--- config.mk ---
export PLATFORM = sky130hd
export DESIGN_NAME = dma_axil_csr
export DESIGN_NICKNAME = d
export VERILOG_FILES = /design/src/rtl/dma_csr_pkg.sv /design/src/rtl/dma_axil_csr.sv
export SDC_FILE = /design/constraint.sdc
export NUM_CORES = 1
export LEC_CHECK = 0
export BUFFER_PORTS_ARGS = -buffer_cell sky130_fd_sc_hd__buf_2
export CAP_MARGIN = 5
export CORE_AREA = 2 2 125 127
export DETAILED_ROUTE_END_ITERATION = 6
export DIE_AREA = 0 0 127 129
export PLACE_DENSITY = 0.83
export SLEW_MARGIN = 25
export SYNTH_ARGS = -nofsm -noshare
export SYNTH_HDL_FRONTEND = slang
export SYNTH_SLANG_ARGS = --single-unit
export TNS_END_PERCENT = 5
--- constraint.sdc ---
create_clock -name ACLK -period 2.8 [get_ports ACLK]
set_input_delay 0.56 -clock ACLK [delete_from_list [all_inputs] [get_ports ACLK]]
set_output_delay 0.56 -clock ACLK [all_outputs]
set_load 0.02 [all_outputs]
--- src/rtl/dma_csr_pkg.sv ---
// Purpose: shared register map, bit positions, response codes and helpers for the DMA CSR block.
// Latency: n/a (declarations only).
// Backpressure: n/a.
package dma_csr_pkg;

  // Byte offsets of the five mapped registers (address bits [4:0]).
  localparam logic [4:0] CSR_CTRL   = 5'h00;
  localparam logic [4:0] CSR_STATUS = 5'h04;
  localparam logic [4:0] CSR_SRC    = 5'h08;
  localparam logic [4:0] CSR_DST    = 5'h0C;
  localparam logic [4:0] CSR_LEN    = 5'h10;

  // Bit positions inside CTRL and STATUS.
  localparam int CTRL_START  = 0;
  localparam int CTRL_IRQ_EN = 1;
  localparam int ST_BUSY     = 0;
  localparam int ST_DONE     = 1;
  localparam int ST_ERR      = 2;

  typedef logic [1:0] resp_t;
  localparam resp_t RESP_OKAY   = 2'b00;
  localparam resp_t RESP_SLVERR = 2'b10;

  // One captured write-data beat.
  typedef struct packed {
    logic [31:0] dat;
    logic [3:0]  strb;
  } wbeat_t;

  // Byte-lane merge of new data into an existing register value.
  function automatic logic [31:0] apply_strb(input logic [31:0] old_val,
                                             input logic [31:0] new_val,
                                             input logic [3:0]  strb);
    logic [31:0] res;
    res = old_val;
    for (int i = 0; i < 4; i++) begin
      if (strb[i]) res[8*i +: 8] = new_val[8*i +: 8];
    end
    return res;
  endfunction

endpackage

--- src/rtl/dma_axil_csr.sv ---
// Purpose: AXI-Lite slave CSR file for the DMA engine (CTRL, STATUS, SRC, DST, LEN) plus level irq.
// Latency: write commits on the edge of the later AW/W handshake (BVALID next cycle); read data one cycle after AR.
// Backpressure: AW/W stall while their holding register is full or BVALID is pending; AR stalls while RVALID is pending.
// Ports: ACLK/ARESETN clock and async active-low reset; AW/W/B/AR/R AXI-Lite slave channels;
//        src_addr_o/dst_addr_o/len_o/start_o controls to the engine; busy_i/done_i/err_i status in; irq_o to host.
module dma_axil_csr
  import dma_csr_pkg::*;
#(
  parameter int ADDR_WIDTH = 32,
  parameter int DATA_WIDTH = 32
) (
  input  logic                    ACLK,
  input  logic                    ARESETN,
  input  logic [ADDR_WIDTH-1:0]   AWADDR,
  input  logic                    AWVALID,
  output logic                    AWREADY,
  input  logic [DATA_WIDTH-1:0]   WDATA,
  input  logic [DATA_WIDTH/8-1:0] WSTRB,
  input  logic                    WVALID,
  output logic                    WREADY,
  output logic [1:0]              BRESP,
  output logic                    BVALID,
  input  logic                    BREADY,
  input  logic [ADDR_WIDTH-1:0]   ARADDR,
  input  logic                    ARVALID,
  output logic                    ARREADY,
  output logic [DATA_WIDTH-1:0]   RDATA,
  output logic [1:0]              RRESP,
  output logic                    RVALID,
  input  logic                    RREADY,
  output logic [31:0]             src_addr_o,
  output logic [31:0]             dst_addr_o,
  output logic [31:0]             len_o,
  output logic                    start_o,
  input  logic                    busy_i,
  input  logic                    done_i,
  input  logic                    err_i,
  output logic                    irq_o
);

  // Write-side state
  logic        aw_full_q, w_full_q, bvalid_q, start_q;
  logic [4:0]  aw_addr_q;
  wbeat_t      w_q;
  resp_t       bresp_q;
  logic        irq_en_q, done_q, err_q;
  logic [31:0] src_q, dst_q, len_q;
  // Read-side state
  logic        rvalid_q;
  logic [31:0] rdata_q;
  resp_t       rresp_q;

  // Next-state values
  logic        irq_en_d, done_d, err_d, start_d, clr_done, clr_err;
  logic [31:0] src_d, dst_d, len_d, rdata_d;
  resp_t       bresp_d, rresp_d;

  logic        aw_hs, w_hs, ar_hs, wr_commit;
  logic [4:0]  wr_addr;
  wbeat_t      w_in, wr_beat;

  // Upper address bits are not decoded.
  logic unused_addr_bits;
  assign unused_addr_bits = ^{AWADDR[ADDR_WIDTH-1:5], ARADDR[ADDR_WIDTH-1:5]};

  assign AWREADY = !aw_full_q && !bvalid_q;
  assign WREADY  = !w_full_q && !bvalid_q;
  assign ARREADY = !rvalid_q;

  assign aw_hs = AWVALID && AWREADY;
  assign w_hs  = WVALID && WREADY;
  assign ar_hs = ARVALID && ARREADY;

  // Commit on the handshake edge itself: each half comes either from its
  // holding register or straight off the bus when it arrives this cycle.
  assign w_in      = {WDATA, WSTRB};
  assign wr_addr   = aw_full_q ? aw_addr_q : AWADDR[4:0];
  assign wr_beat   = w_full_q ? w_q : w_in;
  assign wr_commit = (aw_full_q || aw_hs) && (w_full_q || w_hs) && !bvalid_q;

  always_comb begin
    irq_en_d = irq_en_q;
    src_d    = src_q;
    dst_d    = dst_q;
    len_d    = len_q;
    start_d  = 1'b0;
    bresp_d  = RESP_OKAY;
    clr_done = 1'b0;
    clr_err  = 1'b0;
    if (wr_commit) begin
      // Full 5-bit compare: misaligned and unmapped offsets both fall to default.
      case (wr_addr)
        CSR_CTRL: begin
          if (wr_beat.strb[0]) begin
            irq_en_d = wr_beat.dat[CTRL_IRQ_EN];
            if (wr_beat.dat[CTRL_START]) begin
              if (busy_i) bresp_d = RESP_SLVERR;
              else        start_d = 1'b1;
            end
          end
        end
        CSR_STATUS: begin
          clr_done = wr_beat.strb[0] && wr_beat.dat[ST_DONE];
          clr_err  = wr_beat.strb[0] && wr_beat.dat[ST_ERR];
        end
        CSR_SRC: src_d = apply_strb(src_q, wr_beat.dat, wr_beat.strb);
        CSR_DST: dst_d = apply_strb(dst_q, wr_beat.dat, wr_beat.strb);
        CSR_LEN: len_d = apply_strb(len_q, wr_beat.dat, wr_beat.strb);
        default: bresp_d = RESP_SLVERR;
      endcase
    end
    // Engine events take priority over a same-cycle W1C.
    done_d = done_i || (done_q && !clr_done);
    err_d  = err_i  || (err_q  && !clr_err);
  end

  always_ff @(posedge ACLK or negedge ARESETN) begin
    if (!ARESETN) begin
      aw_full_q <= 1'b0;
      aw_addr_q <= '0;
      w_full_q  <= 1'b0;
      w_q       <= '0;
      bvalid_q  <= 1'b0;
      bresp_q   <= RESP_OKAY;
      start_q   <= 1'b0;
      irq_en_q  <= 1'b0;
      done_q    <= 1'b0;
      err_q     <= 1'b0;
      src_q     <= '0;
      dst_q     <= '0;
      len_q     <= '0;
    end else begin
      start_q  <= start_d;
      irq_en_q <= irq_en_d;
      done_q   <= done_d;
      err_q    <= err_d;
      src_q    <= src_d;
      dst_q    <= dst_d;
      len_q    <= len_d;
      if (aw_hs) begin
        aw_full_q <= 1'b1;
        aw_addr_q <= AWADDR[4:0];
      end
      if (w_hs) begin
        w_full_q <= 1'b1;
        w_q      <= w_in;
      end
      if (wr_commit) begin
        bvalid_q <= 1'b1;
        bresp_q  <= bresp_d;
      end else if (bvalid_q && BREADY) begin
        bvalid_q  <= 1'b0;
        aw_full_q <= 1'b0;
        w_full_q  <= 1'b0;
      end
    end
  end

  // Read mux works from current register state, so a read colliding with a
  // write commit returns the pre-write value.
  always_comb begin
    rdata_d = '0;
    rresp_d = RESP_OKAY;
    case (ARADDR[4:0])
      CSR_CTRL:   rdata_d[CTRL_IRQ_EN] = irq_en_q;
      CSR_STATUS: begin
        rdata_d[ST_BUSY] = busy_i;
        rdata_d[ST_DONE] = done_q;
        rdata_d[ST_ERR]  = err_q;
      end
      CSR_SRC:    rdata_d = src_q;
      CSR_DST:    rdata_d = dst_q;
      CSR_LEN:    rdata_d = len_q;
      default:    rresp_d = RESP_SLVERR;
    endcase
  end

  always_ff @(posedge ACLK or negedge ARESETN) begin
    if (!ARESETN) begin
      rvalid_q <= 1'b0;
      rdata_q  <= '0;
      rresp_q  <= RESP_OKAY;
    end else if (ar_hs) begin
      rvalid_q <= 1'b1;
      rdata_q  <= rdata_d;
      rresp_q  <= rresp_d;
    end else if (rvalid_q && RREADY) begin
      rvalid_q <= 1'b0;
    end
  end

  assign BVALID     = bvalid_q;
  assign BRESP      = bresp_q;
  assign RVALID     = rvalid_q;
  assign RDATA      = rdata_q;
  assign RRESP      = rresp_q;
  assign src_addr_o = src_q;
  assign dst_addr_o = dst_q;
  assign len_o      = len_q;
  assign start_o    = start_q;
  assign irq_o      = irq_en_q && (done_q || err_q);

endmodule

==> flow_metrics.env, run 1 <==
export IMPL_status="complete, no violations"
export IMPL_vias=5854
export IMPL_crit_start="aw_full_q"
export IMPL_io_buffers=192
export IMPL_cp_arrival_ps=2660
export IMPL_synth_seq_cells=179
export IMPL_totalWireLength_um=20970
export IMPL_setup_tns_ps=0
export IMPL_synthTopCellsByArea="dfrtp_1 56%, mux2_2 24%, o221ai_1 3.2%"
export IMPL_numCtsBuffers=17
export IMPL_end_kind="flip-flop"
export IMPL_yosysSeqAreaShare=0.5558
export IMPL_seqPwrFrac=0.413
export IMPL_clkPwrFrac=0.230
export IMPL_grt_overflow=0
export IMPL_finalHoldViolations=0
export IMPL_synth_top_area_share=0.5558
export IMPL_avgRoutedWirePerCell_um=21.18
export IMPL_crit_buf_inv=0
export IMPL_finClkSkew_ps=7.939
export IMPL_postCtsHoldBufs=0
export IMPL_syn_area_per_cell_um2=13.54
export IMPL_cts_sinks=179
export IMPL_crit_type="reg -> reg"
export IMPL_cts_max_level=4
export IMPL_pin_count=249
export IMPL_antenna_left=0
export IMPL_grt_antenna_before_repair=0
export IMPL_setup_viol=0
export IMPL_reg2reg_depth=4
export IMPL_synthArstFlopShare=1.000
export IMPL_min_period_ps=2356
export IMPL_track_usage=0.2624
export IMPL_worst_path_stages=4
export IMPL_core_area_mm2=0.01498
export IMPL_grt_start_max_net_pins=57
export IMPL_worstPathRequired_ps=3110
export IMPL_cts_buffer_depth=2
export IMPL_multiInputGateArea_mm2=0.003322
export IMPL_p_int_uw=6209
export IMPL_rrSetupSlack_ps=440
export IMPL_via_per_inst=5.913
export IMPL_utilization=0.6569
export IMPL_clk_latency_ps=430
export IMPL_rr_startpoint="aw_full_q"
export IMPL_area_delta_synth_final_pct=22.08
export IMPL_die_area_mm2=0.01638
export IMPL_die_x_um=127
export IMPL_nets=899
export IMPL_first_pass_iters=4
export IMPL_fmax_mhz=424.4
export IMPL_cp_start_kind="flip-flop"
export IMPL_hold_path_class="in -> async"
export IMPL_crit_path_top_delay_cell="dfrtp_1"
export IMPL_grt_pass1_vias=6161
export IMPL_synth_edf_count=0
export IMPL_gp_congestion=0.8755
export IMPL_cts_setup_buffers=0
export IMPL_regArea_mm2=0.004481
export IMPL_nFillCells=1102
export IMPL_hpwl_um=14470
export IMPL_p_leak_uw=0.004860
export IMPL_ir_worst_vdd_uv=575.5
export IMPL_synth_cell_type_count=48
export IMPL_min_period_over_period=0.8415
export IMPL_slowest_delay_ps=570
export IMPL_layout_drive_gt1_share=0.5393
export IMPL_synth_area_mm2=0.008059
export IMPL_drv_cap=0
export IMPL_synthCells=595
export IMPL_synth_top_area_cell="dfrtp_1"
export IMPL_dieHeight_um=129
export IMPL_drc=0
export IMPL_grt_pass1_wl_um=32820
export IMPL_initialDrtViolationCount=192
export IMPL_comb_power_share=0.357
export IMPL_rsz0062_at_grt="false"
export IMPL_clkTransAtPathRegs_ps=60
export IMPL_cts_repair_resized=0
export IMPL_worst_slew_pin_slew_ps=589.3
export IMPL_p_sw_uw=3604
export IMPL_cp_max_fo=16
export IMPL_start_util=0.5381
export IMPL_yosysWarningCount=0
export IMPL_row_count=45
export IMPL_switching_share=0.3673
export IMPL_crit_end="src_addr_o[17]"
export IMPL_slew_viol_final=0
export IMPL_root_buffer="clkbuf_16"
export IMPL_synthFlopType="dfrtp_1"
export IMPL_cts_tree="yes"
export IMPL_critPathTopFamily="simple AND/OR/NAND/NOR gates"
export IMPL_crit_chain="or3_1, a22oi_4, nand4_4, mux2_2"
export IMPL_timing_rr_end="src_addr_o[17]"
export IMPL_max_slew_margin=0.6062
export IMPL_p_per_area_mw_per_mm2=997.5
## layout by cell type, fill, tap and decap left out, types with 8 or more instances in the layout
master,synthesis,final
a22oi_1,31,31
buf_2,4,191
buf_4,4,11
clkbuf_16,0,17
dfrtp_1,179,178
inv_1,34,34
mux2_2,170,170
nand2_1,42,42
nand4_4,9,9
nor2_1,9,8
o221ai_1,29,29
## per-layer routing
metal,share of wire,routed length (um),global-route usage
met1,0.41,8499,0.3231
met2,0.50,10450,0.4393
met3,0.078,1645,0.07983
met4,0.018,375,0.1008
met5,0,0,0
## registers in the layout, indices dropped and copies added (netlist names), 5 cells and up
| signal | count |
|---|---|
| dst_addr_o | 32 |
| RDATA | 32 |
| len_o | 32 |
| w_q | 36 |
| src_addr_o | 32 |
| aw_addr_q | 5 |
## cell usage after synthesis, drive strengths merged, types with 2 or more instances
| cell | n |
|---|---|
| inv | 34 |
| nand2b | 3 |
| o221ai | 29 |
| nand4 | 9 |
| a31oi | 2 |
| nor2 | 10 |
| or3 | 2 |
| nor3b | 3 |
| a22oi | 33 |
| nand3 | 4 |
| o21ai | 6 |
| buf | 11 |
| mux2 | 175 |
| nand3b | 2 |
| mux2i | 4 |
| nor3 | 2 |
| nand2 | 44 |
| or3b | 2 |
| dfrtp | 179 |
| a21oi | 3 |
| clkbuf | 21 |
| nor4 | 3 |
## power by group through the flow
stage	sequential [uW]	clock (uW)	combinational, uW
after global routing	4150	2400	3750
after CTS	4030	2300	3530
after floorplan	4490	0	1920
final	4050	2250	3510
after detailed placement	4080	0	3520
after global placement	3980	0	3390
## cells by family after synthesis
kind of cell / Yosys count / synth area share
AO/OA/AOI/OAI: 81 / 0.08337
other: 1 / 0.0004653
flip-flops: 179 / 0.5558
multiplexers: 180 / 0.2538
AND/OR/NAND/NOR: 88 / 0.07235
buffers and inverters: 66 / 0.03416
## metrics by stage
stage | hold slack (ps) | power [uW] | instances | worst slack, ps | area, um^2
3_3_place_gp | 464.4 | 7370 | 958 | 461.3 | 9275
5_1_grt | 132.1 | 10300 | 989 | 332.0 | 9836
2_1_floorplan | 264.4 | 6413 | 596 | 786.0 | 8063
3_5_place_dp | 468.7 | 7595 | 958 | 403.6 | 9275
4_1_cts | 102.3 | 9862 | 989 | 430.9 | 9836
6_report | 107.7 | 9813 | 990 | 443.7 | 9838
## worst reg2reg max path: cells and delay by family, from the launching register on
| kind | cells | cell delay, ps |
|---|---|---|
| muxes | 1 | 390 |
| DFF | 1 | 570 |
| AOI/OAI and AO/OA | 1 | 410 |
| and+or+nand+nor | 2 | 880 |
## cell type report
cell class / instances / share of cell area
sequential: 179 / 0.4554
multi-input combinational: 351 / 0.3377
timing repair buffer: 206 / 0.1128
clock buffer: 20 / 0.04642
tap: 188 / 0.02391
inverter: 34 / 0.01297
clock inverter: 11 / 0.01056
antenna: 1 / 0.0002544
## how the worst min path moves through the flow
stage               startpoint             end  cells past startpoint
global route           ARESETN  src_addr_o[15]                      1
global placement      RDATA[4]        RDATA[4]                      2
finish                 ARESETN  dst_addr_o[15]                      1
floorplan              ARESETN        BRESP[1]                      0
detailed placement    RDATA[3]        RDATA[3]                      2
CTS                    ARESETN       len_o[19]                      1
Power figures use the tool's default switching activity.
==> inputs of run 2 (changes only) <==
ABC_AREA = 1   (was default)
CORE_AREA = 2 2 131 133   (was 2 2 125 127)
DIE_AREA = 0 0 133 135   (was 0 0 127 129)
PLACE_DENSITY = 0.8   (was 0.83)
clock period = 2.2 ns   (was 2.8 ns; I/O delays follow)
==> flow_metrics.env, run 2 <==
export IMPL_clkPwrFrac=0.222
export IMPL_synthTopCellsByCount="486 x nand2_1, 179 x dfrtp_1, 83 x inv_1, 76 x o21ai_0, 57 x nand3_1"
export IMPL_min_from="done_i"
export IMPL_via_per_inst=5.032
export IMPL_track_usage=0.2493
export IMPL_p_int_uw=7704
export IMPL_drv_cap=0
export IMPL_synth_edf_count=0
export IMPL_synthArstFlopShare=1.000
export IMPL_hold_end="done_q"
export IMPL_status="complete, no violations"
export IMPL_cts_buffer_depth=2
export IMPL_worstPathRequired_ps=2500
export IMPL_avgRoutedWirePerCell_um=14.81
export IMPL_io_buffers=192
export IMPL_die_area_mm2=0.01796
export IMPL_diodes=0
export IMPL_clk_latency_ps=420
export IMPL_dieHeight_um=135
export IMPL_yosysWarningCount=0
export IMPL_cp_max_fo=18
export IMPL_yosysSeqAreaShare=0.5267
export IMPL_slew_viol_final=0
export IMPL_post_synth_top_count_cell="nand2_1"
export IMPL_cts_setup_buffers=0
export IMPL_totalWireLength_um=21810
export IMPL_finClkSkew_ps=9.750
export IMPL_start_util=0.5183
export IMPL_grt_util_met2=0.4108
export IMPL_gp_congestion=0.8633
export IMPL_synthCells=1054
export IMPL_nFillCells=1424
export IMPL_cts_tree="yes"
export IMPL_clkTransAtPathRegs_ps=60
export IMPL_cts_sinks=179
export IMPL_numCtsBuffers=17
export IMPL_crit_type="reg -> reg"
export IMPL_largest_reg_flops=36
export IMPL_fmax_mhz=526.9
export IMPL_seqPwrFrac=0.401
export IMPL_p_per_area_mw_per_mm2=1304
export IMPL_setup_tns_ps=0
export IMPL_hpwl_um=15480
export IMPL_initialDrtViolationCount=458
export IMPL_pin_count=249
export IMPL_grt_pass1_wl_um=35250
export IMPL_rsz0062_at_grt="false"
export IMPL_cp_start_kind="flip-flop"
export IMPL_cp_arrival_ps=2200
export IMPL_timing_rr_end="src_addr_o[22]"
export IMPL_rrSetupSlack_ps=300
export IMPL_reg2reg_depth=8
export IMPL_worst_slew_pin_slew_ps=663.9
export IMPL_met1_usage=0.3394
export IMPL_p_leak_uw=0.005894
export IMPL_p_sw_uw=5663
export IMPL_synth_area_mm2=0.008504
export IMPL_hold_path_depth=3
export IMPL_min_period_over_period=0.8627
export IMPL_synthTopCellsByArea="dfrtp_1 53%, nand2_1 21%, o21ai_0 4.5%"
export IMPL_root_buffer="clkbuf_16"
export IMPL_grt_busiest_layer="met2"
export IMPL_switching_share=0.4237
export IMPL_cts_max_level=4
export IMPL_die_x_um=133
export IMPL_grt_start_max_net_pins=74
export IMPL_power_uw=13370
export IMPL_nets=1351
export IMPL_area_delta_synth_final_pct=20.57
export IMPL_cts_repair_resized=0
export IMPL_hold_path_class="in -> reg"
export IMPL_min_period_ps=1898
export IMPL_end_kind="flip-flop"
export IMPL_final_cell_mix="485 x nand2_1, 191 x buf_2, 178 x dfrtp_1, 83 x inv_1, 76 x o21ai_0"
export IMPL_core_area_mm2=0.01641
export IMPL_layout_drive_gt1_share=0.2530
export IMPL_grt_pass1_vias=6899
export IMPL_synthFlopType="dfrtp_1"
export IMPL_final_common_cell="nand2_1"
export IMPL_drc=0
export IMPL_grt_antenna_before_repair=0
export IMPL_rr_startpoint="w_full_q"
export IMPL_synth_cell_type_count=28
export IMPL_max_slew_margin=0.5574
export IMPL_synth_top_area_share=0.5267
export IMPL_syn_area_per_cell_um2=8.069
export IMPL_grt_overflow=0
export IMPL_comb_power_share=0.377
export IMPL_row_count=47
export IMPL_grtUsageMet3=0.03716
export IMPL_antenna_left=0
export IMPL_vias=7412
export IMPL_largest_register="w_q"
export IMPL_ir_worst_vdd_uv=1199
export IMPL_synth_seq_cells=179
export IMPL_first_pass_iters=5
export IMPL_postCtsHoldBufs=1
export IMPL_synth_top_area_cell="dfrtp_1"
export IMPL_setup_viol=0
export IMPL_finalHoldViolations=0
==> run 2: changes by cell type after synthesis, moves of 14 or more <==
cell      change
o21ai_0      +71
a22oi_1      -31
nand3_1      +54
nor2_1       +14
o21ai_2      +31
inv_1        +49
o221ai_1     -29
o21ai_1      +14
nand2_1     +444
mux2_2      -170
==> run 2: worst max-delay path by stage <==
| stage | startpoint | endpoint |
|---|---|---|
| floorplan | BVALID | dst_addr_o[22] |
| CTS | aw_full_q | dst_addr_o[0] |
| finish | w_full_q | src_addr_o[22] |
| detailed placement | w_full_q | src_addr_o[20] |
| global route | w_full_q | src_addr_o[20] |
| global placement | aw_full_q | dst_addr_o[1] |
==> run 2: layout make-up <==
class / count / area [um^2] / area share
Multi-Input combinational cell: 744 / 3426 / 0.3341
Clock buffer: 23 / 467.9 / 0.04564
Clock inverter: 8 / 102.6 / 0.01001
Tap cell: 220 / 275.3 / 0.02685
Timing Repair Buffer: 212 / 1170 / 0.1141
Sequential cell: 179 / 4481 / 0.4370
Inverter: 87 / 331.6 / 0.03234
==> run 2: routing by layer <==
metal | wire [um] | vias to the layer above | share of wire
met4 | 363 | 0 | 0.017
li1 | - | 3647 | -
met5 | 0 | - | 0
met3 | 1152 | 28 | 0.053
met1 | 9702 | 3501 | 0.44
met2 | 10590 | 236 | 0.49
==> run 2: worst max-delay path: stages, from the launching register on <==
cell,delay [ps]
dfrtp_2,530
nor2_2,170
nand2_2,70
nand2_2,80
nand2_4,110
nor2_4,320
nand2_2,270
nand2_1,140
o21ai_1,70
==> run 2: cells by family after synthesis <==
family                 synth area share
and+or+nand+nor                  0.3107
AOI/OAI and AO/OA               0.09033
DFF                              0.5267
buffers and inverters           0.07180
other                         0.0004409
==> run 2: metrics by stage <==
step / util / cell area [um^2] / worst slack [ps] / hold WS [ps] / instances
3_5_place_dp: 0.5896 / 9673 / 345.7 / 432.5 / 1441
6_report: 0.6250 / 10250 / 302.1 / 200.3 / 1473
2_1_floorplan: - / 8508 / 504.3 / 144.4 / 1055
5_1_grt: 0.6250 / 10250 / 116.4 / 212.5 / 1473
4_1_cts: 0.6250 / 10250 / 304.8 / 184.6 / 1473
3_3_place_gp: 0.5896 / 9673 / 382.1 / 431.3 / 1441
==> run 2: power groups by stage <==
stage | Clock, uW | Combinational, uW | Sequential (uW)
3_5_place_dp | 0 | 5040 | 5380
6_report | 2960 | 5040 | 5360
3_3_place_gp | 0 | 4890 | 5350
5_1_grt | 3140 | 5580 | 5490
4_1_cts | 3010 | 5080 | 5340
2_1_floorplan | 0 | 2700 | 6060
